File: src/rtl/alu_arbiter_if.sv
// Request/response and ALU-side signal bundle for alu_arbiter.
// The slave modport is the arbiter's view; master is the issue logic plus ALU side.
interface alu_arbiter_if #(
    parameter int N = 16
);
    logic         req_valid_0, req_valid_1;
    logic         req_ready_0, req_ready_1;
    logic [3:0]   req_func_0, req_func_1;
    logic [N-1:0] req_a_0, req_a_1;
    logic [N-1:0] req_ahigh_0, req_ahigh_1;
    logic [N-1:0] req_b_0, req_b_1;
    logic         req_ci_0, req_ci_1;
    logic         req_use32_0, req_use32_1;
    logic         req_lock_0, req_lock_1;

    logic         rsp_valid_0, rsp_valid_1;
    logic         rsp_ready_0, rsp_ready_1;
    logic [N-1:0] rsp_y_0, rsp_y_1;
    logic [N-1:0] rsp_yhigh_0, rsp_yhigh_1;
    logic [3:0]   rsp_flags_0, rsp_flags_1;

    logic [N-1:0] alu_a, alu_ahigh, alu_b;
    logic [3:0]   alu_func;
    logic         alu_ci, alu_use32;
    logic [N-1:0] alu_y, alu_yhigh;
    logic         alu_co, alu_zero, alu_overflow, alu_negative;

    logic         lock_active;

    modport slave (
        input  req_valid_0, req_valid_1, req_func_0, req_func_1,
               req_a_0, req_a_1, req_ahigh_0, req_ahigh_1, req_b_0, req_b_1,
               req_ci_0, req_ci_1, req_use32_0, req_use32_1, req_lock_0, req_lock_1,
               rsp_ready_0, rsp_ready_1,
               alu_y, alu_yhigh, alu_co, alu_zero, alu_overflow, alu_negative,
        output req_ready_0, req_ready_1,
               rsp_valid_0, rsp_valid_1, rsp_y_0, rsp_y_1, rsp_yhigh_0, rsp_yhigh_1,
               rsp_flags_0, rsp_flags_1,
               alu_a, alu_ahigh, alu_b, alu_func, alu_ci, alu_use32,
               lock_active
    );

    modport master (
        output req_valid_0, req_valid_1, req_func_0, req_func_1,
               req_a_0, req_a_1, req_ahigh_0, req_ahigh_1, req_b_0, req_b_1,
               req_ci_0, req_ci_1, req_use32_0, req_use32_1, req_lock_0, req_lock_1,
               rsp_ready_0, rsp_ready_1,
               alu_y, alu_yhigh, alu_co, alu_zero, alu_overflow, alu_negative,
        input  req_ready_0, req_ready_1,
               rsp_valid_0, rsp_valid_1, rsp_y_0, rsp_y_1, rsp_yhigh_0, rsp_yhigh_1,
               rsp_flags_0, rsp_flags_1,
               alu_a, alu_ahigh, alu_b, alu_func, alu_ci, alu_use32,
               lock_active
    );
endinterface

File: src/rtl/alu_arbiter.sv
// Two-port round-robin arbiter in front of a shared combinational ALU, with a
// bounded multi-op lock and a registered one-deep response slot per port.
module alu_arbiter #(
    parameter int N        = 16,
    parameter int LOCK_MAX = 15
) (
    input logic           clk,
    input logic           reset,
    alu_arbiter_if.slave  bus
);
    typedef enum logic { UNLOCKED, LOCKED } lock_state_t;

    localparam logic [7:0] LOCK_CNT_LAST = 8'(LOCK_MAX - 1);

    lock_state_t  state, state_nxt;
    logic         owner, owner_nxt;
    logic [7:0]   lock_cnt, lock_cnt_nxt;
    logic         last_grant;

    logic         elig0, elig1, gnt0, gnt1;
    logic         xfer_any, xfer_port, xfer_lock;

    logic         vld0_p1, vld1_p1;
    logic [N-1:0] y0_p1, y1_p1, yh0_p1, yh1_p1;
    logic [3:0]   fl0_p1, fl1_p1;

    // A full slot that is not being drained this cycle blocks its port.
    assign elig0 = bus.req_valid_0 && (!vld0_p1 || bus.rsp_ready_0);
    assign elig1 = bus.req_valid_1 && (!vld1_p1 || bus.rsp_ready_1);

    always_comb begin
        gnt0 = 1'b0;
        gnt1 = 1'b0;
        if (state == LOCKED) begin
            gnt0 = !owner && elig0;
            gnt1 =  owner && elig1;
        end else if (elig0 && elig1) begin
            gnt0 =  last_grant;
            gnt1 = !last_grant;
        end else begin
            gnt0 = elig0;
            gnt1 = elig1;
        end
    end

    assign bus.req_ready_0 = gnt0;
    assign bus.req_ready_1 = gnt1;
    assign xfer_any        = gnt0 || gnt1;
    assign xfer_port       = gnt1;
    assign xfer_lock       = gnt1 ? bus.req_lock_1 : bus.req_lock_0;
    assign bus.lock_active = (state == LOCKED);

    always_comb begin
        bus.alu_a     = '0;
        bus.alu_ahigh = '0;
        bus.alu_b     = '0;
        bus.alu_func  = '0;
        bus.alu_ci    = 1'b0;
        bus.alu_use32 = 1'b0;
        if (gnt0) begin
            bus.alu_a     = bus.req_a_0;
            bus.alu_ahigh = bus.req_ahigh_0;
            bus.alu_b     = bus.req_b_0;
            bus.alu_func  = bus.req_func_0;
            bus.alu_ci    = bus.req_ci_0;
            bus.alu_use32 = bus.req_use32_0;
        end else if (gnt1) begin
            bus.alu_a     = bus.req_a_1;
            bus.alu_ahigh = bus.req_ahigh_1;
            bus.alu_b     = bus.req_b_1;
            bus.alu_func  = bus.req_func_1;
            bus.alu_ci    = bus.req_ci_1;
            bus.alu_use32 = bus.req_use32_1;
        end
    end

    // Lock FSM: cycles without an owner transfer count toward forced release.
    always_comb begin
        state_nxt    = state;
        owner_nxt    = owner;
        lock_cnt_nxt = lock_cnt;
        case (state)
            UNLOCKED: begin
                if (xfer_any && xfer_lock) begin
                    state_nxt    = LOCKED;
                    owner_nxt    = xfer_port;
                    lock_cnt_nxt = '0;
                end
            end
            LOCKED: begin
                if (xfer_any && (xfer_port == owner)) begin
                    lock_cnt_nxt = '0;
                    if (!xfer_lock) state_nxt = UNLOCKED;
                end else if (lock_cnt == LOCK_CNT_LAST) begin
                    state_nxt    = UNLOCKED;
                    lock_cnt_nxt = '0;
                end else begin
                    lock_cnt_nxt = lock_cnt + 8'd1;
                end
            end
            default: begin
                state_nxt    = UNLOCKED;
                lock_cnt_nxt = '0;
            end
        endcase
    end

    always_ff @(posedge clk) begin
        if (reset) begin
            state      <= UNLOCKED;
            owner      <= 1'b0;
            lock_cnt   <= '0;
            last_grant <= 1'b1;
        end else begin
            state    <= state_nxt;
            owner    <= owner_nxt;
            lock_cnt <= lock_cnt_nxt;
            if (xfer_any) last_grant <= xfer_port;
        end
    end

    // Response stage: capture the ALU result of the transfer cycle.
    always_ff @(posedge clk) begin
        if (reset) begin
            vld0_p1 <= 1'b0;
            vld1_p1 <= 1'b0;
            y0_p1   <= '0;
            y1_p1   <= '0;
            yh0_p1  <= '0;
            yh1_p1  <= '0;
            fl0_p1  <= '0;
            fl1_p1  <= '0;
        end else begin
            if (gnt0) begin
                vld0_p1 <= 1'b1;
                y0_p1   <= bus.alu_y;
                yh0_p1  <= bus.alu_yhigh;
                fl0_p1  <= {bus.alu_co, bus.alu_zero, bus.alu_overflow, bus.alu_negative};
            end else if (bus.rsp_ready_0) begin
                vld0_p1 <= 1'b0;
            end
            if (gnt1) begin
                vld1_p1 <= 1'b1;
                y1_p1   <= bus.alu_y;
                yh1_p1  <= bus.alu_yhigh;
                fl1_p1  <= {bus.alu_co, bus.alu_zero, bus.alu_overflow, bus.alu_negative};
            end else if (bus.rsp_ready_1) begin
                vld1_p1 <= 1'b0;
            end
        end
    end

    assign bus.rsp_valid_0 = vld0_p1;
    assign bus.rsp_valid_1 = vld1_p1;
    assign bus.rsp_y_0     = y0_p1;
    assign bus.rsp_y_1     = y1_p1;
    assign bus.rsp_yhigh_0 = yh0_p1;
    assign bus.rsp_yhigh_1 = yh1_p1;
    assign bus.rsp_flags_0 = fl0_p1;
    assign bus.rsp_flags_1 = fl1_p1;
endmodule

File: src/flat_wrapper.sv
// flat-port wrapper written by rule: the top's interface ports become plain ports
module alu_arbiter_flat 
#(
    parameter int N        = 16,
    parameter int LOCK_MAX = 15
)
  (clk, reset, bus_req_valid_0, bus_req_valid_1, bus_req_func_0, bus_req_func_1, bus_req_a_0, bus_req_a_1, bus_req_ahigh_0, bus_req_ahigh_1, bus_req_b_0, bus_req_b_1, bus_req_ci_0, bus_req_ci_1, bus_req_use32_0, bus_req_use32_1, bus_req_lock_0, bus_req_lock_1, bus_rsp_ready_0, bus_rsp_ready_1, bus_alu_y, bus_alu_yhigh, bus_alu_co, bus_alu_zero, bus_alu_overflow, bus_alu_negative, bus_req_ready_0, bus_req_ready_1, bus_rsp_valid_0, bus_rsp_valid_1, bus_rsp_y_0, bus_rsp_y_1, bus_rsp_yhigh_0, bus_rsp_yhigh_1, bus_rsp_flags_0, bus_rsp_flags_1, bus_alu_a, bus_alu_ahigh, bus_alu_b, bus_alu_func, bus_alu_ci, bus_alu_use32, bus_lock_active);
  alu_arbiter_if #(.N(N)) bus_i ();
  input logic clk;
  input logic reset;
  input wire logic [$bits(bus_i.req_valid_0)-1:0] bus_req_valid_0;
  input wire logic [$bits(bus_i.req_valid_1)-1:0] bus_req_valid_1;
  input wire logic [$bits(bus_i.req_func_0)-1:0] bus_req_func_0;
  input wire logic [$bits(bus_i.req_func_1)-1:0] bus_req_func_1;
  input wire logic [$bits(bus_i.req_a_0)-1:0] bus_req_a_0;
  input wire logic [$bits(bus_i.req_a_1)-1:0] bus_req_a_1;
  input wire logic [$bits(bus_i.req_ahigh_0)-1:0] bus_req_ahigh_0;
  input wire logic [$bits(bus_i.req_ahigh_1)-1:0] bus_req_ahigh_1;
  input wire logic [$bits(bus_i.req_b_0)-1:0] bus_req_b_0;
  input wire logic [$bits(bus_i.req_b_1)-1:0] bus_req_b_1;
  input wire logic [$bits(bus_i.req_ci_0)-1:0] bus_req_ci_0;
  input wire logic [$bits(bus_i.req_ci_1)-1:0] bus_req_ci_1;
  input wire logic [$bits(bus_i.req_use32_0)-1:0] bus_req_use32_0;
  input wire logic [$bits(bus_i.req_use32_1)-1:0] bus_req_use32_1;
  input wire logic [$bits(bus_i.req_lock_0)-1:0] bus_req_lock_0;
  input wire logic [$bits(bus_i.req_lock_1)-1:0] bus_req_lock_1;
  input wire logic [$bits(bus_i.rsp_ready_0)-1:0] bus_rsp_ready_0;
  input wire logic [$bits(bus_i.rsp_ready_1)-1:0] bus_rsp_ready_1;
  input wire logic [$bits(bus_i.alu_y)-1:0] bus_alu_y;
  input wire logic [$bits(bus_i.alu_yhigh)-1:0] bus_alu_yhigh;
  input wire logic [$bits(bus_i.alu_co)-1:0] bus_alu_co;
  input wire logic [$bits(bus_i.alu_zero)-1:0] bus_alu_zero;
  input wire logic [$bits(bus_i.alu_overflow)-1:0] bus_alu_overflow;
  input wire logic [$bits(bus_i.alu_negative)-1:0] bus_alu_negative;
  output wire logic [$bits(bus_i.req_ready_0)-1:0] bus_req_ready_0;
  output wire logic [$bits(bus_i.req_ready_1)-1:0] bus_req_ready_1;
  output wire logic [$bits(bus_i.rsp_valid_0)-1:0] bus_rsp_valid_0;
  output wire logic [$bits(bus_i.rsp_valid_1)-1:0] bus_rsp_valid_1;
  output wire logic [$bits(bus_i.rsp_y_0)-1:0] bus_rsp_y_0;
  output wire logic [$bits(bus_i.rsp_y_1)-1:0] bus_rsp_y_1;
  output wire logic [$bits(bus_i.rsp_yhigh_0)-1:0] bus_rsp_yhigh_0;
  output wire logic [$bits(bus_i.rsp_yhigh_1)-1:0] bus_rsp_yhigh_1;
  output wire logic [$bits(bus_i.rsp_flags_0)-1:0] bus_rsp_flags_0;
  output wire logic [$bits(bus_i.rsp_flags_1)-1:0] bus_rsp_flags_1;
  output wire logic [$bits(bus_i.alu_a)-1:0] bus_alu_a;
  output wire logic [$bits(bus_i.alu_ahigh)-1:0] bus_alu_ahigh;
  output wire logic [$bits(bus_i.alu_b)-1:0] bus_alu_b;
  output wire logic [$bits(bus_i.alu_func)-1:0] bus_alu_func;
  output wire logic [$bits(bus_i.alu_ci)-1:0] bus_alu_ci;
  output wire logic [$bits(bus_i.alu_use32)-1:0] bus_alu_use32;
  output wire logic [$bits(bus_i.lock_active)-1:0] bus_lock_active;
  assign bus_i.req_valid_0 = bus_req_valid_0;
  assign bus_i.req_valid_1 = bus_req_valid_1;
  assign bus_i.req_func_0 = bus_req_func_0;
  assign bus_i.req_func_1 = bus_req_func_1;
  assign bus_i.req_a_0 = bus_req_a_0;
  assign bus_i.req_a_1 = bus_req_a_1;
  assign bus_i.req_ahigh_0 = bus_req_ahigh_0;
  assign bus_i.req_ahigh_1 = bus_req_ahigh_1;
  assign bus_i.req_b_0 = bus_req_b_0;
  assign bus_i.req_b_1 = bus_req_b_1;
  assign bus_i.req_ci_0 = bus_req_ci_0;
  assign bus_i.req_ci_1 = bus_req_ci_1;
  assign bus_i.req_use32_0 = bus_req_use32_0;
  assign bus_i.req_use32_1 = bus_req_use32_1;
  assign bus_i.req_lock_0 = bus_req_lock_0;
  assign bus_i.req_lock_1 = bus_req_lock_1;
  assign bus_i.rsp_ready_0 = bus_rsp_ready_0;
  assign bus_i.rsp_ready_1 = bus_rsp_ready_1;
  assign bus_i.alu_y = bus_alu_y;
  assign bus_i.alu_yhigh = bus_alu_yhigh;
  assign bus_i.alu_co = bus_alu_co;
  assign bus_i.alu_zero = bus_alu_zero;
  assign bus_i.alu_overflow = bus_alu_overflow;
  assign bus_i.alu_negative = bus_alu_negative;
  assign bus_req_ready_0 = bus_i.req_ready_0;
  assign bus_req_ready_1 = bus_i.req_ready_1;
  assign bus_rsp_valid_0 = bus_i.rsp_valid_0;
  assign bus_rsp_valid_1 = bus_i.rsp_valid_1;
  assign bus_rsp_y_0 = bus_i.rsp_y_0;
  assign bus_rsp_y_1 = bus_i.rsp_y_1;
  assign bus_rsp_yhigh_0 = bus_i.rsp_yhigh_0;
  assign bus_rsp_yhigh_1 = bus_i.rsp_yhigh_1;
  assign bus_rsp_flags_0 = bus_i.rsp_flags_0;
  assign bus_rsp_flags_1 = bus_i.rsp_flags_1;
  assign bus_alu_a = bus_i.alu_a;
  assign bus_alu_ahigh = bus_i.alu_ahigh;
  assign bus_alu_b = bus_i.alu_b;
  assign bus_alu_func = bus_i.alu_func;
  assign bus_alu_ci = bus_i.alu_ci;
  assign bus_alu_use32 = bus_i.alu_use32;
  assign bus_lock_active = bus_i.lock_active;
  alu_arbiter #(.N(N), .LOCK_MAX(LOCK_MAX)) u_core (.clk(clk), .reset(reset), .bus(bus_i));
endmodule
File: config.mk
export PLATFORM = sky130hd
export DESIGN_NAME = alu_arbiter_flat
export DESIGN_NICKNAME = d
export VERILOG_FILES = /design/src/rtl/alu_arbiter_if.sv /design/src/rtl/alu_arbiter.sv /design/src/flat_wrapper.sv
export SDC_FILE = /design/constraint.sdc
export NUM_CORES = 1
export LEC_CHECK = 0
export BUFFER_PORTS_ARGS = -buffer_cell sky130_fd_sc_hd__buf_4
export CAP_MARGIN = 40
export CORE_AREA = 2 2 108 110
export DETAILED_ROUTE_END_ITERATION = 12
export DIE_AREA = 0 0 110 112
export PLACE_DENSITY = 0.68
export SETUP_SLACK_MARGIN = 0.15
export SLEW_MARGIN = 5
export SYNTH_ARGS = -nofsm -noshare
export SYNTH_HDL_FRONTEND = slang
export SYNTH_SLANG_ARGS = --single-unit
File: constraint.sdc
create_clock -name clk -period 4.3 [get_ports clk]
set_input_delay 0.215 -clock clk [delete_from_list [all_inputs] [get_ports clk]]
set_output_delay 0.215 -clock clk [all_outputs]
set_load 0.02 [all_outputs]
==> impl_metrics.sql <==
INSERT INTO impl_metrics (metric_group, metric, value, unit) VALUES
('status', 'outcome', 'finished clean', ''),
('clocking', 'clk_path_buf_depth', '2', ''),
('sta', 'timing.final.crit_period', '2910', 'ps'),
('clocking', 'clk_lat_worst_skew', '340', 'ps'),
('global_route', 'grt_pass1_vias', '4259', ''),
('cells_and_area', 'num-fill-cells', '1029', ''),
('clocking', 'clockRootBuffer', 'clkbuf_16', ''),
('cells_and_area', 'p_r_area_growth_vs_syn', '66.8', '%'),
('placement', 'detailed_place_hpwl', '11400', 'um'),
('logic_synthesis', 'warning_count_from_the_yosys_run', '0', ''),
('placement', 'placer_s_final_routability_congestion_estimate', '0.883', ''),
('floorplan', 'placementRows', '39', ''),
('logic_synthesis', 'synth-edff-count', '0', ''),
('drt', 'drt_first_pass_iters', '4', ''),
('floorplan', 'die-width', '110', 'um'),
('logic_synthesis', 'synthesis.area', '0.00373', 'mm2'),
('flow_run', 'maxCapViolations', '0', ''),
('critical_path', 'path_buf_inv', '3', ''),
('power', 'power.static_leakage', '2.99', 'nW'),
('sta', 'grt_setup_unrepaired', 'no', ''),
('drt', 'drt-total-wl', '15000', 'um'),
('critical_path', 'arrival', '2700', 'ps'),
('global_route', 'grt_start_max_net_pins', '80', ''),
('logic_synthesis', 'postSynth.asyncResetShare', '0', '%'),
('global_route', 'overflow', '0', ''),
('sta', 'min_period_over_period', '67.8', '%'),
('cells_and_area', 'final_cell_mix', '288 x buf_4, 151 x nand2_1, 85 x dfxtp_1', ''),
('logic_synthesis', 'postSynthRegisterBits', '85', ''),
('clocking', 'count_of_cells_resized_by_post_cts_repair', '0', ''),
('drt', 'post-route-drc-count', '0', ''),
('logic_synthesis', 'mapped_cells', '463', ''),
('sta', 'tightestPinTransition', '903', 'ps'),
('sta', 'setup-tns-final', '0', 'ps'),
('floorplan', 'floorplan.core_area', '0.0112', 'mm2'),
('power', 'pwr_density_cell', '383', 'mW/mm2'),
('logic_synthesis', 'mappedNetlistNets', '617', ''),
('critical_path', 'critPathMostFrequentCell', 'buf_4', ''),
('hold_path', 'holdCritPathClass', 'in2reg', ''),
('clocking', 'worst_setup_hold_path_clk_slew', '60', 'ps'),
('global_route', 'grt_first_pass_wirelength', '22400', 'um'),
('logic_synthesis', 'postSynth.topFlopCell', 'dfxtp_1', ''),
('power', 'vdd_ir_drop_max', '0.258', 'mV'),
('sta', 'finClkSkew', '4.94', 'ps'),
('drt', 'vias_per_cell', '4.98', ''),
('drt', 'via_count', '4351', ''),
('logic_synthesis', 'ys_types', '39', ''),
('clocking', 'number_of_levels_the_h_tree_was_split_into', '3', ''),
('critical_path', 'startpoint_kind_of_the_worst_setup_timing_path', 'flip-flop', ''),
('sta', 'final.hold.worst_slack', '126', 'ps'),
('sta', 'finalHoldViolCount', '0', ''),
('cells_and_area', 'antenna_cells_inserted', '0', ''),
('critical_path', 'critPathSlowestCell', 'dfxtp_1', ''),
('clocking', 'cts_setup_buffers', '0', ''),
('cells_and_area', 'mostFrequentLayoutCell', 'buf_4', ''),
('critical_path', 'crit_chain', 'nor3_1, or3_1, inv_2, buf_4, a22o_1, buf_4', ''),
('floorplan', 'die_area', '0.0123', 'mm2'),
('floorplan', 'start_util', '33.4', '%'),
('critical_path', 'worstPathRequired', '4090', 'ps'),
('clocking', 'cts_tree', 'built', ''),
('sta', 'max_slew_margin_vs_limit', '39.7', '%'),
('clocking', 'cts_made_buffers', '9', ''),
('drt', 'first_iter_violations', '267', ''),
('logic_synthesis', 'yosysSeqAreaShare', '45.6', '%'),
('sta', 'drv_slew', '0', ''),
('logic_synthesis', 'synthesis.area_per_instance', '8.06', 'um2'),
('cells_and_area', 'final_nets', '879', ''),
('critical_path', 'critical_path.top_delay_family', 'buffers and inverters', ''),
('critical_path', 'kind_of_critical_path', 'reg2out', ''),
('critical_path', 'worst-path-max-fanout', '38', ''),
('global_route', 'track_usage', '23.8', '%'),
('sta', 'fmax', '343', 'MHz'),
('clocking', 'clock_net_sink_count', '85', ''),
('cells_and_area', 'post_route_cells_drive_above_1_share', '42.7', '%'),
('clocking', 'holdBufCountCts', '0', ''),
('floorplan', 'die_height', '112', 'um'),
('placement', 'io_buffer_count', '282', ''),
('floorplan', 'io_pins', '283', ''),
('drt', 'antenna_violating_nets_post_route', '0', ''),
('sta', 'timing.final.setup_violations', '0', ''),
('critical_path', 'critical_path.max_stage_delay', '540', 'ps'),
('global_route', 'grt_antenna_before_repair', '0', ''),
('drt', 'routed_wire_length_per_instance', '17.2', 'um'),
('critical_path', 'crit_path_end_kind', 'primary output', '');
==> Yosys cell counts (2+ instances only) <==
library cell / instances / area [um2]
nand2_1: 151 / 567
dfxtp_1: 85 / 1700
a21oi_1: 79 / 395
a22o_1: 57 / 499
buf_2: 17 / 85.1
clkbuf_1: 14 / 52.6
nand3_1: 5 / 25.0
and3_1: 4 / 25.0
buf_4: 4 / 30.0
inv_1: 4 / 15.0
a211o_1: 3 / 26.3
nand2b_1: 3 / 18.8
nor2_1: 3 / 11.3
nor2b_1: 3 / 18.8
nor3b_1: 3 / 22.5
and2_1: 2 / 12.5
buf_1: 2 / 7.51
ha_1: 2 / 25.0
nor3_1: 2 / 10.0
==> per-layer routing <==
metal  global-route usage, %  routed length, um  share of wire (%)  vias to the layer above
li1                        -                  -                  -                     2122
met1                    25.2               5340                 36                     1987
met2                    41.8               7690                 51                      213
met3                    7.67               1400                9.4                       29
met4                    11.1                552                3.7                        0
met5                       0                  0                  0                        -
==> cells by family (layout without fill, tap and decap cells) <==
group	Yosys count	count (layout)	synth area share, %
flops	85	85	45.6
xor+xnor	2	2	0.469
simple gates	182	182	20.2
buf+inv	43	310	5.33
fa+ha+maj	2	2	0.670
mux	1	1	0.302
compound gates	148	148	27.5
==> worst paths after layout <==
check | slack [ps] | cells past startpoint | startpoint | to
worst min register to register | 450 | 2 | u_core.bus.rsp_y_0[3]$_SDFFE_PP0P_ | u_core.bus.rsp_y_0[3]$_SDFFE_PP0P_
worst max-delay path | 1390 | 6 | u_core.bus.lock_active$_SDFF_PP0_ | bus_alu_b[13]
worst min-delay path | 130 | 3 | bus_alu_y[15] | u_core.bus.rsp_y_0[15]$_SDFFE_PP0P_
worst max register to register | 1760 | 7 | u_core.bus.lock_active$_SDFF_PP0_ | u_core.bus.rsp_yhigh_1[1]$_SDFFE_PP0P_
==> worst min-delay path, cell delays in order <==
cell,delay [ps]
buf_4,110
nand2_1,50
a21oi_1,50
==> stage by stage <==
step	instance area, um2	power, mW	setup WS (ps)	util (%)	cells
floorplan	3730	1.26	2380	-	463
global placement	5900	1.61	1660	52.8	856
detailed placement	5920	1.62	1740	53.0	857
CTS	6230	2.40	1380	55.7	873
global route	6230	2.49	1220	55.7	873
finish	6230	2.39	1390	55.7	873
==> registers in the layout (all words and copies together), names as in the netlist <==
register,count
u_core.bus.rsp_y_0,16
u_core.bus.rsp_y_1,16
u_core.bus.rsp_yhigh_0,16
u_core.bus.rsp_yhigh_1,16
u_core.lock_cnt,8
u_core.bus.rsp_flags_0,4
u_core.bus.rsp_flags_1,4
u_core.bus.lock_active,1
u_core.bus.rsp_valid_0,1
u_core.bus.rsp_valid_1,1
u_core.last_grant,1
u_core.owner,1
==> layout make-up <==
type                            instances  area, um2  area share (%)
Clock buffer                           13        260            4.18
Clock inverter                          3       43.8           0.703
Multi-Input combinational cell        335       1840            29.6
Sequential cell                        85       1700            27.3
Tap cell                              143        179            2.87
Inverter                                5       18.8           0.301
Timing Repair Buffer                  289       2180            35.0
==> power by group <==
part | internal (mW) | switching (mW) | total (mW)
combinational | 0.323 | 0.400 | 0.722
sequential | 0.841 | 0.0330 | 0.874
clock | 0.482 | 0.306 | 0.789
total | 1.65 | 0.739 | 2.39
Power figures use the tool's default switching activity.
